**config.mk**
```make
export PLATFORM = sky130hd
export DESIGN_NAME = sysmem_arbiter
export DESIGN_NICKNAME = d
export VERILOG_FILES = /design/src/rtl/sysmem_pkg.sv /design/src/rtl/sysmem_rr_pick.sv /design/src/rtl/sysmem_arbiter.sv
export SDC_FILE = /design/constraint.sdc
export NUM_CORES = 1
export LEC_CHECK = 0
export ABC_CLOCK_PERIOD_IN_PS = 2000
export BUFFER_PORTS_ARGS = -buffer_cell sky130_fd_sc_hd__buf_2
export CELL_PAD_IN_SITES_DETAIL_PLACEMENT = 1
export CELL_PAD_IN_SITES_GLOBAL_PLACEMENT = 2
export CORE_MARGIN = 1
export CORE_UTILIZATION = 18
export DETAILED_ROUTE_END_ITERATION = 16
export PLACE_DENSITY_LB_ADDON = 0.1
export SLEW_MARGIN = 5
export SYNTH_ARGS = -nofsm -noshare
export SYNTH_HDL_FRONTEND = slang
export SYNTH_SLANG_ARGS = --single-unit
```
**constraint.sdc**
```tcl
create_clock -name clk -period 2 [get_ports clk]
set_input_delay 0.6 -clock clk [delete_from_list [all_inputs] [get_ports clk]]
set_output_delay 0.6 -clock clk [all_outputs]
set_load 0.1 [all_outputs]
```
**src/rtl/sysmem_pkg.sv**
```systemverilog
// Shared encodings and sizes for the system-memory arbiter.
package sysmem_pkg;
  typedef enum logic [1:0] {IDLE = 2'd0, ACCESS = 2'd1, RESP = 2'd2} state_t;
  typedef enum logic {OWN_CPU = 1'b0, OWN_LD = 1'b1} owner_t;
  localparam int SYSMEM_WORDS = 1024;
  localparam int LANES        = 4;
endpackage

```
**src/rtl/sysmem_rr_pick.sv**
```systemverilog
// Two-way round-robin chooser: a lone requester wins, a tie goes to the one not served last.
module sysmem_rr_pick
  import sysmem_pkg::*;
(
  input  logic   i_cpu_valid,
  input  logic   i_ld_valid,
  input  owner_t i_last_grant,
  output logic   o_grant,
  output owner_t o_owner
);
  assign o_grant = i_cpu_valid | i_ld_valid;

  always_comb begin
    o_owner = OWN_CPU;
    if (i_cpu_valid && i_ld_valid)
      o_owner = (i_last_grant == OWN_CPU) ? OWN_LD : OWN_CPU;
    else if (i_ld_valid)
      o_owner = OWN_LD;
  end
endmodule

```
**src/rtl/sysmem_arbiter.sv**
```systemverilog
// CPU/loader arbiter for the four byte-lane system BRAMs; fixed IDLE->ACCESS->RESP sequence.
// Define SYSMEM_ARB_WP_EN to drop CPU writes to the first WP_WORDS words.
module sysmem_arbiter
  import sysmem_pkg::*;
#(
  parameter int          ADDR_W    = 10,
  parameter logic [31:0] BASE_ADDR = 32'h0000_0000,
  parameter int unsigned WP_WORDS  = 256
) (
  input  logic              clk,
  input  logic              rst,
  input  logic              cpu_valid,
  input  logic [31:0]       cpu_addr,
  input  logic [31:0]       cpu_wdata,
  input  logic [3:0]        cpu_wstrb,
  output logic              cpu_ready,
  output logic [31:0]       cpu_rdata,
  input  logic              ld_valid,
  input  logic [ADDR_W-1:0] ld_addr,
  input  logic [31:0]       ld_wdata,
  input  logic [3:0]        ld_wstrb,
  output logic              ld_ready,
  output logic [31:0]       ld_rdata,
  output logic [ADDR_W-1:0] mem_addr,
  output logic [LANES-1:0]  mem_ce,
  output logic [LANES-1:0]  mem_we,
  output logic [31:0]       mem_din,
  input  logic [31:0]       mem_dout,
  output logic              oor_err
);
`ifdef SYSMEM_ARB_WP_EN
  localparam bit WP_ON = 1'b1;
`else
  localparam bit WP_ON = 1'b0;
`endif

  state_t            r_state, w_state_nxt;
  owner_t            r_owner, r_last;
  logic              r_oor;
  logic              w_grant;
  owner_t            w_owner;
  logic              w_cpu_in_range, w_wp, w_blk;
  logic [ADDR_W-1:0] w_cpu_idx;
  logic [3:0]        w_strb;

  sysmem_rr_pick u_pick (
    .i_cpu_valid (cpu_valid),
    .i_ld_valid  (ld_valid),
    .i_last_grant(r_last),
    .o_grant     (w_grant),
    .o_owner     (w_owner)
  );

  assign w_cpu_in_range = cpu_addr[31:ADDR_W+2] == BASE_ADDR[31:ADDR_W+2];
  assign w_cpu_idx      = cpu_addr[ADDR_W+1:2];
  assign w_wp   = WP_ON && w_cpu_in_range && (cpu_wstrb != 4'h0) &&
                  (32'(w_cpu_idx) < WP_WORDS);
  // Blocked CPU accesses still run the full sequence, just with every lane idle.
  assign w_blk  = (w_owner == OWN_CPU) && (!w_cpu_in_range || w_wp);
  assign w_strb = (w_owner == OWN_CPU) ? cpu_wstrb : ld_wstrb;

  always_ff @(posedge clk or posedge rst) begin
    if (rst) r_state <= IDLE;
    else     r_state <= w_state_nxt;
  end

  always_comb begin
    w_state_nxt = r_state;
    cpu_ready   = 1'b0;
    ld_ready    = 1'b0;
    cpu_rdata   = '0;
    ld_rdata    = '0;
    case (r_state)
      IDLE:    if (w_grant) w_state_nxt = ACCESS;
      ACCESS:  w_state_nxt = RESP;
      RESP: begin
        w_state_nxt = IDLE;
        if (r_owner == OWN_CPU) begin
          cpu_ready = 1'b1;
          cpu_rdata = r_oor ? '0 : mem_dout;
        end else begin
          ld_ready = 1'b1;
          ld_rdata = mem_dout;
        end
      end
      default: w_state_nxt = IDLE;
    endcase
  end

  always_ff @(posedge clk or posedge rst) begin
    if (rst) begin
      r_owner  <= OWN_CPU;
      r_last   <= OWN_LD;
      r_oor    <= 1'b0;
      mem_addr <= '0;
      mem_ce   <= '0;
      mem_we   <= '0;
      mem_din  <= '0;
      oor_err  <= 1'b0;
    end else begin
      case (r_state)
        IDLE: if (w_grant) begin
          r_owner  <= w_owner;
          r_last   <= w_owner;
          r_oor    <= (w_owner == OWN_CPU) && !w_cpu_in_range;
          mem_addr <= (w_owner == OWN_CPU) ? w_cpu_idx : ld_addr;
          mem_din  <= (w_owner == OWN_CPU) ? cpu_wdata : ld_wdata;
          if ((w_owner == OWN_CPU) && !w_cpu_in_range) oor_err <= 1'b1;
          if (w_blk) begin
            mem_ce <= '0;
            mem_we <= '0;
          end else begin
            mem_ce <= (w_strb == 4'h0) ? 4'hF : w_strb;
            mem_we <= w_strb;
          end
        end
        ACCESS: begin
          mem_ce <= '0;
          mem_we <= '0;
        end
        default: ;
      endcase
    end
  end
endmodule
```
Word-level counts from Yosys, hierarchy flattened:

Cells that the tools add are included.

* bits in registers: 56
* bits of input ports: 150
* output and inout port bits: 117
* word-level logic and storage cells: 48

* eq/ne operators: 3
* mux-type cells: 24
* bitwise operators: 2
* reductions and logical operators: 10

Operator list (number)
* $mux W32: 6
* $mux W4: 6
* $logic_not A20 Y1: 1
* $pmux W4 S2: 2
* $mux W10: 1
* $mux W1: 7
* $logic_not A4 Y1: 1
* $pmux W2 S2: 1
* $reduce_and A2 Y1: 2
* $reduce_and A3 Y1: 1
* $eq A2 B1 Y1 const B: 1
* $eq A2 B2 Y1 const B: 1
* $logic_and A1 B1 Y1: 2
* $logic_not A2 Y1: 1
* $mux W2: 1
* $ne A2 B1 Y1 const B: 1
* $reduce_bool A2 Y1: 1
* $logic_not A1 Y1: 1
* $not A1 Y1: 1
* $or A1 B1 Y1: 1

Depth between registers and ports, before layout:

* word-level depth: 8
* depth in mapped cells: 5

Modules after synthesis:

A second synthesis with hierarchy kept.

* cell total of the unflattened synthesis: 332
* area, all modules: 3095.5 um^2

Modules (own cells, without submodules)
* sysmem_arbiter: instances 1, cells an instance 330, area each 3081.7 um^2
* sysmem_rr_pick: instances 1, cells an instance 2, area each 13.8 um^2

Least setup slack after synthesis:

Ideal clock, no wire load.

* path kind: reg2out
* start point: register r_state[0]
* end point: output port cpu_rdata[10]
* arrival time: 2.914 ns
* required time: 1.400 ns
* path slack: -1.514 ns
* cell stages (with the launch flop): 5
* path through: dfrtp_1 -> nor3b_2 -> and2b_1 -> buf_2 -> and2_1

* cells in the longest elaborated chain, start to end: 2

Ends and longest elaborated chain
* start, declared: RTL line sysmem_arbiter.sv:37 `state_t r_state, w_state_nxt;`
* start signal, assigned: RTL line sysmem_arbiter.sv:64 `else r_state <= w_state_nxt;`
* $eq A2 B2 Y1: RTL line sysmem_arbiter.sv:73 `case (r_state)`
* $mux W32: RTL line sysmem_arbiter.sv:73
* end, declared: RTL line sysmem_arbiter.sv:17 `output logic [31:0] cpu_rdata,`

No other way between the ends.

Worst setup path in the final report:

* start point: register r_state[0]
* end point: output port cpu_rdata[11]

Same word-level chain as after synthesis.

==> results_dict.tcl <==
set metrics [dict create \
    rsz0062_at_grt "yes" \
    power_per_cell_area_mw_per_mm2 1720 \
    cellLeakagePower_uw 0.00296 \
    synthFlopType "dfrtp_1" \
    p_total_uw 10800 \
    synth_compound_area_share_pct 10.6 \
    dieArea_mm2 0.0180 \
    final_cells 827 \
    fin_ws_ns -0.320 \
    clock-sinks 56 \
    violations "setup timing" \
    wl_per_cell_um 15.6 \
    syn_nets 475 \
    status "finished with violations" \
    critPathLaunchType "flip-flop" \
    grt-busiest-layer "met2" \
    initialDrtViolationCount 45 \
    drc 0 \
    routed_wl_um 12900 \
    final_common_cell "buf_2" \
    antenna_left 0 \
    antenna_cells 0 \
    grt_pass1_vias 3521 \
    die_h_um 134 \
    grt_use_met3_pct 4.35 \
    coreArea_mm2 0.0172 \
    yosys_warnings 0 \
    ys_seq_area_share_pct 44.5 \
    synthXorXnorAreaFrac_pct 0 \
    die_x_um 134 \
    syn-cell-area_mm2 0.00315 \
    synth-seq-cells 56 \
    areaGrowthSynthToFinish_pct 99.9 \
    timing.fmax_ghz 0.431 \
    synth_top_family_by_area "simple AND/OR/NAND/NOR gates" \
    pin_count 267 \
    finalNetCount 751 \
    grt_antenna_before_repair 0 \
    cpMostUsedCell "buf_12" \
    overflow 0 \
    min_period_ns 2.32 \
    grt_max_degree 61 \
    dp_slack_ns -0.0850 \
    min_path_type "in -> async" \
    ys_types 30 \
    dp_cells 806 \
    numPortBuffers 264 \
    hold_buffers 0 \
    viasPerCell 4.09 \
    syn_inst 325 \
    final_hold_viol_count 0 \
    drive_above_1_share_pct 61.6 \
    seq_area_mm2 0.00140 \
    clock-root-buffer "clkbuf_16" \
    reg2reg_setup_slack_ns 0.41 \
    muxShareOfSynthArea_pct 15.7 \
    tightest_slew_ns 0.542 \
    cp.required_ns 1.40 \
    slew_headroom_pct 64.1 \
    clk_latency_ns 0.29 \
    synthSimpleGateAreaFrac_pct 23.3 \
    cts_buffer_depth 2 \
    hold_ws_ns 0.347 \
    multi_input_area_mm2 0.00174 \
    hpwl_um 10000 \
    fin_crit_sh_pct 116 \
    crit_fanout 8 \
    path_cells "nor3b_4 > and2b_4 > buf_12 > buf_16 > and2_4 > buf_12" \
    final_cell_mix "buf_2, buf_12, and2_4" \
    placed_area_mm2 0.00591 \
    cts_tree "built" \
    path_class "reg -> out" \
    synth_edf_count 0 \
    avgSynthCellArea_um2 9.70 \
    endpoint_kind "primary output" \
    grtUsageTotal_pct 13.9 \
    slowest_stage "dfrtp_2" \
    num_rows 48 \
    drt_first_pass_iters 3 \
    num-fill-cells 1990 \
    arrival_ns 1.72 \
    slew_violations 0 \
    grt_pass1_wl_um 19500 \
    cts_inserted_buffers 5 \
    routabilityCongestion 0.780 \
    peakVddDrop_mv 0.919 \
    path_clk_slew_ns 0.07 \
    globalRouteMet2Util_pct 26.3 \
    critical_path.top_delay_family "simple AND/OR/NAND/NOR gates" \
    finalClockSkew_ns 0.00959 \
    path_buf_inv 3 \
    start_util_pct 18.3 \
    slowest_delay_ns 0.43 \
    htreeDepth 2 \
    maxCapViolCount 0 \
    fin_area_mm2 0.00630 \
    met1_usage_pct 15.0 \
    synthAdderAreaFrac_pct 0 \
    vias 3385 \
    async_reset_ff_share_pct 100 \
    setup_viol 65 \
]
-- path summary, 6_finish.rpt --
kind | from | end | depth (start not counted)
max | r_state[0]$_DFFE_PP0P_ | cpu_rdata[11] | 6
min | rst | mem_we[1]$_DFFE_PP0P_ | 3
max reg2reg | r_state[0]$_DFFE_PP0P_ | mem_ce[1]$_DFFE_PP0P_ | 6
min reg2reg | oor_err$_DFFE_PP0P_ | oor_err$_DFFE_PP0P_ | 1
max in group asynchronous | rst | r_last$_DFFE_PP1P_ | 3
min in group clk | oor_err$_DFFE_PP0P_ | oor_err$_DFFE_PP0P_ | 1
-- what timing repair did --
item	in CTS	in global routing
cloned	3	3
setup buffers	7	3
setup endpoints to repair	65	65
resized for setup	10	8
pin swaps	4	25
endpoints found under the hold margin	0	0
-- sequential cells by signal, indices dropped and copies added, names as in the netlist --
register  cells
mem_we        4
r_owner       1
r_oor         1
oor_err       1
r_last        1
mem_ce        4
mem_addr     10
r_state       2
mem_din      32
-- worst register-to-register path: cells and delay by family, from the launching register on --
kind	cells	cell delay (ns)
AOI/OAI and AO/OA	2	0.48
buffers and inverters	2	0.27
DFF	1	0.43
and+or+nand+nor	2	0.32
-- cells by family after synthesis --
kind of cell,Yosys count
compound gates,61
buf+inv,23
simple gates,136
mux,49
flops,56
-- report_power, final --
group | internal, uW | total [uW] | leakage [uW] | switching [uW]
clock network | 594 | 1000 | 0.0000781 | 406
logic | 1890 | 7870 | 0.00225 | 5980
registers | 1670 | 1960 | 0.000636 | 285
total | 4160 | 10800 | 0.00296 | 6670
-- per-layer routing --
metal  up-vias  routed length [um]
met5         -                   0
li1       1649                   -
met3         7                1210
met1      1562                4790
met4         0                 135
met2       167                6790
-- synth_stat cells (all sizes together) (3+ instances only) --
master	count	area share [%]
and2	64	13
dfrtp	55	44
nor2	48	5.7
mux2i	46	15
a21oi	44	7.0
buf	14	4.8
nand2	9	1.1
o21ai	9	1.4
clkbuf	7	0.83
a21boi	5	1.5
nor4	5	0.99
mux2	3	1.1
-- metrics by stage --
stage                     TNS [ns]  util, %
after floorplan             -22.69        -
final                       -18.26     36.7
after detailed placement    -0.292     34.4
after global placement      -0.152     34.4
after CTS                   -18.29     36.3
after global routing        -22.61     36.7
-- layout make-up --
class	count	area share, %
Inverter	2	0.119
Tap cell	225	4.47
Multi-Input combinational cell	246	27.6
Clock buffer	7	2.11
Timing Repair Buffer	290	42.9
Clock inverter	1	0.477
Sequential cell	56	22.3
(Power assumes the default switching activity.)
